## config.mk

```make
export PLATFORM = sky130hd
export DESIGN_NAME = regfile_wb_scheduler
export DESIGN_NICKNAME = d
export VERILOG_FILES = /design/src/rtl/regfile_wb_scheduler.sv
export SDC_FILE = /design/constraint.sdc
export NUM_CORES = 1
export LEC_CHECK = 0
export CORE_ASPECT_RATIO = 2
export CORE_MARGIN = 1.5
export CORE_UTILIZATION = 35
export DETAILED_ROUTE_END_ITERATION = 6
export PLACE_DENSITY = 0.6
export SYNTH_ARGS = -nofsm -noshare
export SYNTH_HDL_FRONTEND = slang
export SYNTH_SLANG_ARGS = --single-unit
```

## constraint.sdc

```tcl
create_clock -name clock -period 5.5 [get_ports clock]
set_input_delay 0.55 -clock clock [delete_from_list [all_inputs] [get_ports clock]]
set_output_delay 0.55 -clock clock [all_outputs]
set_load 0.1 [all_outputs]
```

## src/rtl/regfile_wb_scheduler.sv

```systemverilog
// regfile_wb_scheduler
//   Owns the register-file write port. Each cycle it picks one write-back source: the ALU pipe,
//   which cannot be back-pressured and always wins, or the head of a small FIFO that buffers
//   long-latency (load/mul/div) results. The winner is registered onto rf_we/rf_addr/rf_data.
//   It also keeps a scoreboard of outstanding long-latency destinations and stalls decode on
//   RAW/WAW hazards or when too many long operations are in flight.
//
// Ports
//   clock, reset_n                     clock, asynchronous active-low reset
//   issue_valid/rs/rt/dst/dst_we/long  decode-stage instruction
//   issue_stall                        combinational decode hold
//   alu_wb_valid/addr/data             ALU write-back request
//   lu_wb_valid/ready/addr/data        long-unit write-back, valid/ready handshake into FIFO
//   rf_we/rf_addr/rf_data              registered register-file write port
//   wb_stall_req                       asks the pipeline to withhold ALU write-backs
//   pending                            scoreboard, one bit per architectural register
//   err_sticky                         protocol violation seen since reset
module regfile_wb_scheduler #(
  parameter int unsigned LU_FIFO_DEPTH   = 2,
  parameter int unsigned STARVE_LIMIT    = 4,
  parameter int unsigned MAX_OUTSTANDING = 4
) (
  input  logic        clock,
  input  logic        reset_n,
  input  logic        issue_valid,
  input  logic [4:0]  issue_rs,
  input  logic [4:0]  issue_rt,
  input  logic [4:0]  issue_dst,
  input  logic        issue_dst_we,
  input  logic        issue_long,
  output logic        issue_stall,
  input  logic        alu_wb_valid,
  input  logic [4:0]  alu_wb_addr,
  input  logic [31:0] alu_wb_data,
  input  logic        lu_wb_valid,
  output logic        lu_wb_ready,
  input  logic [4:0]  lu_wb_addr,
  input  logic [31:0] lu_wb_data,
  output logic        rf_we,
  output logic [4:0]  rf_addr,
  output logic [31:0] rf_data,
  output logic        wb_stall_req,
  output logic [31:0] pending,
  output logic        err_sticky
);

  localparam int unsigned PtrW    = (LU_FIFO_DEPTH > 1) ? $clog2(LU_FIFO_DEPTH) : 1;
  localparam int unsigned CntW    = PtrW + 1;
  localparam int unsigned StarveW = $clog2(STARVE_LIMIT) + 1;
  localparam int unsigned OutW    = $clog2(MAX_OUTSTANDING + 1);

  logic [31:0]        pending_q, pending_d;
  logic [OutW-1:0]    outstanding_q, outstanding_d;
  logic [CntW-1:0]    count_q, count_d;
  logic [PtrW-1:0]    wr_ptr_q, rd_ptr_q;
  logic [StarveW-1:0] starve_q, starve_d;
  logic               rf_we_q, rf_we_d;
  logic               rf_from_lu_q, rf_from_lu_d;
  logic [4:0]         rf_addr_q, rf_addr_d;
  logic [31:0]        rf_data_q, rf_data_d;
  logic               wb_stall_req_q, wb_stall_req_d;
  logic               err_q, err_d;

  logic [4:0]  fifo_addr [LU_FIFO_DEPTH];
  logic [31:0] fifo_data [LU_FIFO_DEPTH];

  logic fifo_empty, fifo_full, push, pop, issue_fire, lu_set, lu_retire;

  assign fifo_empty = (count_q == '0);
  assign fifo_full  = (count_q == CntW'(LU_FIFO_DEPTH));
  // Readiness comes from the registered count only: a full FIFO refuses pushes even while popping.
  assign push       = lu_wb_valid & ~fifo_full;
  assign pop        = ~alu_wb_valid & ~fifo_empty;

  assign issue_stall = issue_valid & (pending_q[issue_rs] | pending_q[issue_rt]
                     | (issue_dst_we & pending_q[issue_dst])
                     | (issue_long & issue_dst_we & (outstanding_q == OutW'(MAX_OUTSTANDING))));
  assign issue_fire  = issue_valid & ~issue_stall;
  assign lu_set      = issue_fire & issue_dst_we & issue_long & (issue_dst != 5'd0);
  // A long result retires on the edge that ends its rf write cycle.
  assign lu_retire   = rf_we_q & rf_from_lu_q;

  always_comb begin
    pending_d     = pending_q;
    outstanding_d = outstanding_q;
    // Guarded so a stray FIFO entry for a non-pending register cannot corrupt the count.
    if (lu_retire && pending_q[rf_addr_q]) begin
      pending_d[rf_addr_q] = 1'b0;
      outstanding_d        = outstanding_d - OutW'(1);
    end
    if (lu_set) begin
      pending_d[issue_dst] = 1'b1;
      outstanding_d        = outstanding_d + OutW'(1);
    end
    pending_d[0] = 1'b0;
  end

  always_comb begin
    rf_we_d      = 1'b0;
    rf_from_lu_d = 1'b0;
    rf_addr_d    = rf_addr_q;
    rf_data_d    = rf_data_q;
    if (alu_wb_valid) begin
      rf_we_d   = (alu_wb_addr != 5'd0);
      rf_addr_d = alu_wb_addr;
      rf_data_d = alu_wb_data;
    end else if (pop) begin
      // Entries for r0 are still consumed, they just never reach the register file.
      rf_we_d      = (fifo_addr[rd_ptr_q] != 5'd0);
      rf_from_lu_d = 1'b1;
      rf_addr_d    = fifo_addr[rd_ptr_q];
      rf_data_d    = fifo_data[rd_ptr_q];
    end
  end

  always_comb begin
    count_d = count_q;
    unique case ({push, pop})
      2'b10:   count_d = count_q + CntW'(1);
      2'b01:   count_d = count_q - CntW'(1);
      default: count_d = count_q;
    endcase
  end

  always_comb begin
    starve_d       = starve_q;
    wb_stall_req_d = wb_stall_req_q;
    if (pop) begin
      starve_d       = '0;
      wb_stall_req_d = 1'b0;
    end else if (!fifo_empty && alu_wb_valid) begin
      if (starve_q != StarveW'(STARVE_LIMIT - 1)) begin
        starve_d = starve_q + StarveW'(1);
      end else begin
        wb_stall_req_d = 1'b1;
      end
    end
  end

  assign err_d = err_q | (alu_wb_valid & wb_stall_req_q) | (lu_wb_valid & ~pending_q[lu_wb_addr]);

  always_ff @(posedge clock or negedge reset_n) begin
    if (!reset_n) begin
      pending_q      <= '0;
      outstanding_q  <= '0;
      count_q        <= '0;
      wr_ptr_q       <= '0;
      rd_ptr_q       <= '0;
      starve_q       <= '0;
      rf_we_q        <= 1'b0;
      rf_from_lu_q   <= 1'b0;
      rf_addr_q      <= '0;
      rf_data_q      <= '0;
      wb_stall_req_q <= 1'b0;
      err_q          <= 1'b0;
    end else begin
      pending_q      <= pending_d;
      outstanding_q  <= outstanding_d;
      count_q        <= count_d;
      if (push) wr_ptr_q <= wr_ptr_q + PtrW'(1);
      if (pop)  rd_ptr_q <= rd_ptr_q + PtrW'(1);
      starve_q       <= starve_d;
      rf_we_q        <= rf_we_d;
      rf_from_lu_q   <= rf_from_lu_d;
      rf_addr_q      <= rf_addr_d;
      rf_data_q      <= rf_data_d;
      wb_stall_req_q <= wb_stall_req_d;
      err_q          <= err_d;
    end
  end

  // Storage needs no reset: the pointers and count define which entries are live.
  always_ff @(posedge clock) begin
    if (push) begin
      fifo_addr[wr_ptr_q] <= lu_wb_addr;
      fifo_data[wr_ptr_q] <= lu_wb_data;
    end
  end

  assign lu_wb_ready  = ~fifo_full;
  assign rf_we        = rf_we_q;
  assign rf_addr      = rf_addr_q;
  assign rf_data      = rf_data_q;
  assign wb_stall_req = wb_stall_req_q;
  assign pending      = pending_q;
  assign err_sticky   = err_q;

endmodule
```

Yosys cells after proc, flatten, opt, wreduce, memory -nomap -nowiden
Memories as Yosys holds them, arrays and structs flattened.
Index checks and enable logic that the tools add are counted.
{"block": "classes", "shift": 0, "reduce_logical": 15, "n_lt_le_gt_ge": 7, "eq_ne": 6, "n_mul": 0, "n_div": 0, "addsub": 7, "n_bitwise": 26, "mux": 35}
{"op": "32-bit two-way mux", "n": 4}
{"op": "32-bit AND", "n": 1}
{"op": "32-bit NOT", "n": 1}
{"op": "32-bit OR", "n": 1}
{"op": "5-bit by 6-bit < comparator with 1-bit output (second input constant)", "n": 5}
{"op": "1-bit binary-select mux with 5-bit select", "n": 5}
{"op": "1-bit two-way mux", "n": 16}
{"op": "3-bit two-way mux", "n": 5}
{"op": "5-bit nonzero test", "n": 3}
{"op": "1-bit AND", "n": 13}
{"op": "1-bit demux with 5-bit select", "n": 2}
{"op": "5-bit by 1-bit >= comparator with 1-bit output (second input constant)", "n": 2}
{"op": "5-bit two-way mux", "n": 2}
{"op": "2-bit nonzero test", "n": 4}
{"op": "3-bit by 1-bit adder with 3-bit output (second input constant)", "n": 2}
{"op": "1-bit NOT", "n": 5}
{"op": "1-bit OR", "n": 5}
{"op": "2-bit == test (second input constant)", "n": 2}
{"op": "1-bit logical AND", "n": 4}
{"op": "2-bit one-hot mux with 2 select lines", "n": 1}
{"op": "2-bit AND reduction", "n": 2}
{"op": "3-bit == test (second input constant)", "n": 1}
{"op": "3-bit by 2-bit inequality test with 1-bit output (second input constant)", "n": 1}
{"op": "3-bit by 1-bit subtractor with 3-bit output (second input constant)", "n": 1}
{"op": "7 further kinds", "n": 8}
{"block": "totals", "output_inout_bits": 74, "latch_bits": 0, "word_cells": 110, "register_bits": 82, "mem_bits_rw": 74, "input_bits": 96, "rom_bits": 0, "mem_count": 2}
{"name": "fifo_data", "depth": 2, "width": 32, "rd": 1, "rd_ports_with_merged_regs": 0, "write_ports": 1, "line_no": "65", "text": "logic [31:0] fifo_data [LU_FIFO_DEPTH];"}
{"name": "fifo_addr", "depth": 2, "width": 5, "rd": 1, "rd_ports_with_merged_regs": 0, "write_ports": 1, "line_no": "64", "text": "logic [4:0] fifo_addr [LU_FIFO_DEPTH];"}

Depth between registers and ports, before layout
Gate-level depths: netlist of the first run.
{"block": "depth", "depth_word": 12, "depth_mapped": 11, "mapped_depth_nobuf": 9}

Worst setup path after synthesis of the first run
Ideal clock, no wire load.
{"block": "synth_timing", "path_kind": "reg2out", "from": "register pending_q[6] (netlist: pending[6])", "to": "output issue_stall", "n_path_buf": 0, "path_stages_with_launch": 7, "arrival_ps": 3439, "t_required_ps": 4950, "setup_slack_ps": 1511, "cell_sequence": "dfrtp_1 mux4_2 nor2b_1 or4_1 nand4_1 a211oi_1 nor2b_1"}
{"block": "synth_between", "elab_chain_len": 6}
{"item": "start, declared", "line_no": "52", "text": "logic [31:0] pending_q, pending_d;"}
{"item": "start signal, assigned", "line_no": "157", "text": "pending_q <= pending_d;"}
{"item": "1-bit binary-select mux with 5-bit select, on equally long branches", "line_no": "75, 76"}
{"item": "1-bit two-way mux, on equally long branches", "line_no": "75, 76"}
{"item": "1-bit OR / 1-bit AND (equally long branches)", "line_no": "75, 76"}
{"item": "1-bit OR *", "line_no": "76", "text": "| (issue_dst_we & pending_q[issue_dst])"}
{"item": "1-bit OR *", "line_no": "77", "text": "| (issue_long & issue_dst_we & (outstanding_q == OutW'(MAX_OUTSTANDING))));"}
{"item": "1-bit AND *", "line_no": "75", "text": "assign issue_stall = issue_valid & (pending_q[issue_rs] | pending_q[issue_rt]"}
{"item": "end, declared", "line_no": "31", "text": "output logic issue_stall,"}
Mark *: on every way between the ends. The rest lies on a longest branch, timed or not. The select of a mux whose other input is x is not followed.

Worst setup path in the final report of the first run
{"block": "layout_timing", "from": "input issue_dst[1]", "to": "output issue_stall"}
{"block": "layout_between", "elab_chain_len": 6}
{"item": "start, declared", "line_no": "28", "text": "input logic [4:0] issue_dst,"}
{"item": "1-bit binary-select mux with 5-bit select", "line_no": "76"}
{"item": "1-bit two-way mux (not written as such)", "line_no": "76"}
{"item": "1-bit AND", "line_no": "76"}
{"item": "1-bit OR", "line_no": "76"}
{"item": "1-bit OR", "line_no": "77"}
{"item": "1-bit AND", "line_no": "75"}
No other way between the ends. The select of a mux whose other input is x is not followed.

==> results of run 1 <==
[worst max path at each step]
stage,startpoint,end,slack [ns],depth (start not counted)
floorplan,pending[6],issue_stall,1.51,6
global placement,issue_dst[1],issue_stall,1.06,8
detailed placement,issue_dst[1],issue_stall,1.08,8
CTS,issue_rt[0],issue_stall,1.08,8
global route,issue_dst[1],issue_stall,0.87,8
finish,issue_dst[1],issue_stall,1.06,8
[area by class of cell]
class	instances	area share
repair buffers	175	0.168
flip-flops and latches	156	0.416
diodes	1	0.000243
multi-input cells	452	0.324
clock buffers	23	0.0476
well taps	276	0.0336
clock inverters	9	0.00840
inverters	7	0.00256
[routing by layer]
metal  part of all wire  up-vias  GRT usage
li1                   -     2807          -
met1               0.32     2966      0.207
met2               0.55      268      0.401
met3              0.053       98     0.0468
met4              0.074        0      0.171
met5                  0        -          0
[cells in the final DEF, fill, tap and decap left out, types with 18 or more instances in the layout]
cell type / Yosys / routed
mux2i_1: 64 / 64
edfxtp_1: 74 / 74
dfrtp_1: 82 / 81
clkdlybuf4s50_1: 0 / 166
a21oi_1: 36 / 36
o21ai_0: 74 / 74
o31ai_1: 25 / 25
mux4_2: 24 / 24
nand2_1: 60 / 60
clkbuf_16: 0 / 18
nor2_1: 44 / 42
[flip-flops by register name, indices dropped and copies added, names as in the netlist]
signal / count
fifo_data: 64
rf_data: 32
pending: 31
fifo_addr: 10
rf_addr: 5
outstanding_q: 3
starve_q: 3
count_q: 2
err_sticky: 1
rd_ptr_q: 1
rf_from_lu_q: 1
rf_we: 1
wb_stall_req: 1
wr_ptr_q: 1
[stage by stage]
stage	utilization	hold WS, ns
after floorplan	-	0.254
after global placement	0.442	0.477
after detailed placement	0.442	0.480
after CTS	0.468	0.0612
after global routing	0.468	0.0816
final	0.468	0.0633
[power breakdown]
group / leakage, nW / switching [mW] / internal, mW
sequential: 1.61 / 0.562 / 1.60
clock: 0.279 / 0.478 / 0.674
combinational: 1.94 / 2.37 / 1.01
total: 3.83 / 3.41 / 3.29
[kinds of logic after synthesis]
family,after synthesis
AO/OA/AOI/OAI,168
buffers and inverters,53
multiplexers,99
other,1
XOR/XNOR,8
AND/OR/NAND/NOR,170
adder cells (fa/ha/maj),6
flip-flops,156
==> metrics.md, run 1 <==
| Metric | Value |
|---|---|
| Top-area cell type share of the netlist area | `0.285` |
| Placed cell area | `0.00971 sq mm` |
| Die height | `214 um` |
| Mapped Cells | `661` |
| Power Total | `6.70 mW` |
| Per-cell routed wire length | `22.5 um` |
| Mux share of post-synthesis cell area | `0.167` |
| Clock tree from TritonCTS | `done` |
| Post-Synth Simple-Gate Area | `0.108` |
| MaxCap Viol Count | `0` |
| Core Area | `0.0220 sq mm` |
| I/O pins | `170` |
| Worst-case clock skew | `0.00710 ns` |
| Fin Setup TNS | `0 ns` |
| Reg-to-reg startpoint | `rf_addr[1]` |
| Worst path bufs/invs | `2` |
| Area growth from synthesis to layout | `31.9%` |
| TritonRoute pass-1 iters | `4` |
| Post-route insts no fill | `1,099` |
| Clock Latency Late Sink | `0.43 ns` |
| Clock tree root driver cell | `clkbuf_16` |
| Hold buffer count at cts | `0` |
| Antenna-violating nets left | `0` |
| Count of flip-flops with a built-in enable after synthesis | `74` |
| Synthesis warning total | `0` |
| Worst IR Drop VDD | `656 uV` |
| Tightest Hold Check Type | `in2async` |
| Number of synthesized register bits | `156` |
| CP Class | `in2out` |
| Share of layout cells above drive strength 1 | `0.101` |
| Critical Path AT | `3.89 ns` |
| Grt ovf | `0` |
| Placer congestion estimate | `0.977` |
| Fin. max-slew vios | `0` |
| Synth Area in Compound Gates | `0.131` |
| Delay-heaviest family, CP | `buffers and inverters` |
| Layout Nets | `911` |
| Unrepaired setup endpoints after global routing | `no` |
| Post-synthesis xor/xnor area fraction | `0.00899` |
| Slew margin rel. | `0.301` |
| CP Cell Sequence | `clkdlybuf4s50_1 > mux4_2 > mux2_2 > a211oi_1 > nand4_1 > a211oi_1 > nor2b_1 > clkdlybuf4s50_1` |
| Worst slew pin tran | `1.05 ns` |
| Share of the yosys chip area belonging to registers | `0.548` |
| Final Worst Setup Slack | `1.06 ns` |
| Largest net degree at the start of global routing | `81` |
| Top-count cell post-synth | `dfrtp_1` |
| First-pass GRT wire length | `37,100 um` |
| # rows | `77` |
| Number of global-route vias before repair | `6,401` |
| Netlist Area Pre-Place | `0.00780 sq mm` |
| Detail Placement HPWL | `17,600 um` |
| Critical R2R Capture | `outstanding_q[1]` |
| Clk slew on worst S/H paths | `0.06 ns` |
| Fmax | `225 MHz` |
| Synth area leader | `edfxtp_1` |
| GRT Total Usage | `0.221` |
| Max incr delay on CP | `0.98 ns` |
| Clock Path Buffers | `2` |
| Most frequent cells after synthesis | `dfrtp_1, edfxtp_1, o21ai_0` |
| I/O Buffers | `168` |
| Pwr/cell area | `651 mW/mm^2` |
| DRC | `0` |
| Top area cells in the synthesized netlist | `edfxtp_1, dfrtp_1, mux2i_1` |
| CTS buffer count | `17` |
| Setup Buffers After CTS | `0` |
| Initial core utilization | `0.355` |
| Ys async rst share | `0.526` |
| DRT iter0 DRCs | `319` |
| Initial antenna violation count | `1` |
| Worst reg2reg path depth | `8` |
| Post-route design area | `0.0103 sq mm` |
| Main synth FF type | `dfrtp_1` |
| Leakage | `3.83 nW` |
| Register area | `0.00428 sq mm` |
| Syn nets | `763` |
| Die W | `109 um` |
| Final period util | `0.807` |
| CP Data Required Time | `4.95 ns` |
| Vias | `6,139` |
| Crit Path Max Fanout | `14` |
| Slowest CP cell | `clkdlybuf4s50_1` |
| Cts repair resizes | `0` |
| Vias per cell | `5.59` |
| Final wirelength | `24,700 um` |
| Fillers | `2,054` |
| Final setup viols | `0` |
| Synth Area in Adders | `0.00963` |
| Crit. End Element | `output port` |
| Cells after DPL | `1,066` |
| FF-to-FF setup slack | `2.01 ns` |
| Largest family of logic cells by synthesized area | `multiplexers` |
| Min Clock Period, post-route | `4.44 ns` |
| Final hold violation count | `0` |
| Run status | `finished clean` |
| H-tree Lvls | `4` |
| Pre-CTS WS | `1.08 ns` |
| Area occupied by multi-input gates | `0.00333 sq mm` |
| Startpoint type of the worst setup path | `input port` |
| Die area | `0.0232 sq mm` |
| Avg Synthesized Cell Area | `11.8 sq um` |
| Synth cell types | `51` |
| Clk sinks | `156` |
Note: power is estimated with default switching activity, not from simulation.
==> run 2: changes to the inputs <==
==> constraint.sdc (replaced) <==
create_clock -name clock -period 4.33 [get_ports clock]
set_input_delay 0.433 -clock clock [delete_from_list [all_inputs] [get_ports clock]]
set_output_delay 0.433 -clock clock [all_outputs]
set_load 0.1 [all_outputs]
==> metrics.md, run 2 (synthesized netlist as in run 1, its figures left out) <==
| Metric | Value |
|---|---|
| Run status | `finished clean` |
| Slew margin rel. | `0.315` |
| Number of cells on the worst hold path | `3` |
| CP Class | `in2out` |
| Initial antenna violation count | `2` |
| Area growth from synthesis to layout | `33.7%` |
| Final setup viols | `0` |
| FF-to-FF setup slack | `0.96 ns` |
| Top reg by flops | `fifo_data` |
| Share of layout cells above drive strength 1 | `0.114` |
| Critical Path AT | `3.04 ns` |
| Core Area | `0.0220 sq mm` |
| Die area | `0.0232 sq mm` |
| Worst-case clock skew | `0.00933 ns` |
| Met2 Usage GRT | `0.436` |
| # diodes | `0` |
| Vias | `6,294` |
| Grt ovf | `0` |
| Cts repair resizes | `0` |
| Initial core utilization | `0.355` |
| HP Start | `alu_wb_valid` |
| Most frequent cells in the layout | `clkdlybuf4s50_1, dfrtp_1, o21ai_0, edfxtp_1, mux2i_1` |
| H-tree Lvls | `4` |
| Clock tree from TritonCTS | `done` |
| Per-cell routed wire length | `23.9 um` |
| Startpoint type of the worst setup path | `input port` |
| CP Cell Sequence | `clkdlybuf4s50_1 > mux4_2 > and4b_1 > a41o_1 > a311o_1 > a211oi_1 > nor2b_1 > buf_4` |
| Reg-to-reg startpoint | `rf_addr[1]` |
| Detail Placement HPWL | `19,000 um` |
| Final period util | `0.802` |
| Clock power share | `0.181` |
| Psw | `4.41 mW` |
| # rows | `77` |
| Fin. max-slew vios | `0` |
| Final hold violation count | `0` |
| Placer congestion estimate | `1.04` |
| Worst IR Drop VDD | `707 uV` |
| Leakage | `3.91 nW` |
| GRT busiest layer | `met2` |
| Largest net degree at the start of global routing | `80` |
| Worst slew pin tran | `1.02 ns` |
| P_int | `4.35 mW` |
| DRT iter0 DRCs | `357` |
| Worst reg2reg path depth | `9` |
| Min Clock Period, post-route | `3.47 ns` |
| Comb pwr share | `0.516` |
| Delay-heaviest family, CP | `buffers and inverters` |
| Vias per cell | `5.67` |
| Critical R2R Capture | `pending[8]` |
| Die height | `214 um` |
| Max incr delay on CP | `0.71 ns` |
| Fmax | `288 MHz` |
| DRC | `0` |
| First-pass GRT wire length | `39,000 um` |
| Clock Latency Late Sink | `0.43 ns` |
| MaxCap Viol Count | `0` |
| Hold buffer count at cts | `1` |
| GRT Total Usage | `0.234` |
| CTS buffer count | `17` |
| Fin Setup TNS | `0 ns` |
| Final wirelength | `26,500 um` |
| CP Data Required Time | `3.90 ns` |
| Layout Nets | `924` |
| Clk sinks | `156` |
| Setup Buffers After CTS | `0` |
| Pwr/cell area | `840 mW/mm^2` |
| Clock Path Buffers | `2` |
| Die W | `109 um` |
| Crit Path Max Fanout | `9` |
| Sequential power share | `0.303` |
| Worst Hold Path EP | `rd_ptr_q` |
| Clk slew on worst S/H paths | `0.06 ns` |
| Met3 usage in global routing | `0.0435` |
| Clock tree root driver cell | `clkbuf_16` |
| Most common cell after layout, fill and taps aside | `clkdlybuf4s50_1` |
| Pre-CTS WS | `0.568 ns` |
| Slowest CP cell | `clkdlybuf4s50_1` |
| Max reg flops | `64` |
| Power Total | `8.76 mW` |
| Number of global-route vias before repair | `6,563` |
| I/O Buffers | `168` |
| Antenna-violating nets left | `0` |
| Met1 global-route usage | `0.215` |
| Worst path bufs/invs | `2` |
| Tightest Hold Check Type | `in2reg` |
| Sw frac | `0.504` |
| Unrepaired setup endpoints after global routing | `no` |
| TritonRoute pass-1 iters | `7` |
| I/O pins | `170` |
| Final Worst Setup Slack | `0.857 ns` |
| Crit. End Element | `output port` |
==> run 2: cell count changes in the layout (fill, tap and decap cells not counted), moves of 2 or more <==
cell        previous run  this run
clkbuf_8               2         0
inv_6                  1         3
clkinv_2               3         1
clkinvlp_4             2         0
buf_4                  8        21
bufinv_16              1         4
clkinv_1               0         2
==> run 2: area by class of cell <==
type	instances	area (sq um)
fillers	2075	11500
flip-flops and latches	156	4280
multi-input cells	452	3330
repair buffers	188	1820
clock buffers	19	433
well taps	276	345
clock inverters	13	188
inverters	7	26.3
==> run 2: worst max path at each step <==
stage,start,end,cells after the start
global placement,issue_rt[0],pending[5],8
CTS,issue_rt[0],issue_stall,8
floorplan,pending[6],issue_stall,6
detailed placement,issue_rt[0],pending[29],8
finish,issue_rt[0],issue_stall,8
global route,issue_dst[2],issue_stall,8
==> run 2: per-stage QoR <==
stage | std cells | area [sq um] | util | hold slack (ns)
after floorplan | 661 | 7800 | - | 0.137
after global placement | 1078 | 9790 | 0.446 | 0.420
after detailed placement | 1078 | 9790 | 0.446 | 0.428
after CTS | 1111 | 10400 | 0.475 | 0.464
after global routing | 1111 | 10400 | 0.475 | 0.501
final | 1111 | 10400 | 0.475 | 0.466
==> run 2: layer usage <==
layer	wire length, um	vias up
li1	-	2816
met1	8320	3067
met2	14700	306
met3	1540	103
met4	1920	2
met5	13	-
==> run 2: worst min-delay path, cell delays in order <==
cell and delay [ns]:
buf_2 0.09, nand2b_1 0.23, xnor2_1 0.10
==> run 2: power groups by stage <==
stage | Combinational, mW | Clock (mW) | Sequential, mW
floorplan | 1.55 | 0 | 4.18
global route | 4.75 | 1.67 | 2.69
detailed placement | 4.52 | 0 | 2.65
finish | 4.51 | 1.58 | 2.66
CTS | 4.53 | 1.61 | 2.63
global placement | 4.49 | 0 | 2.65
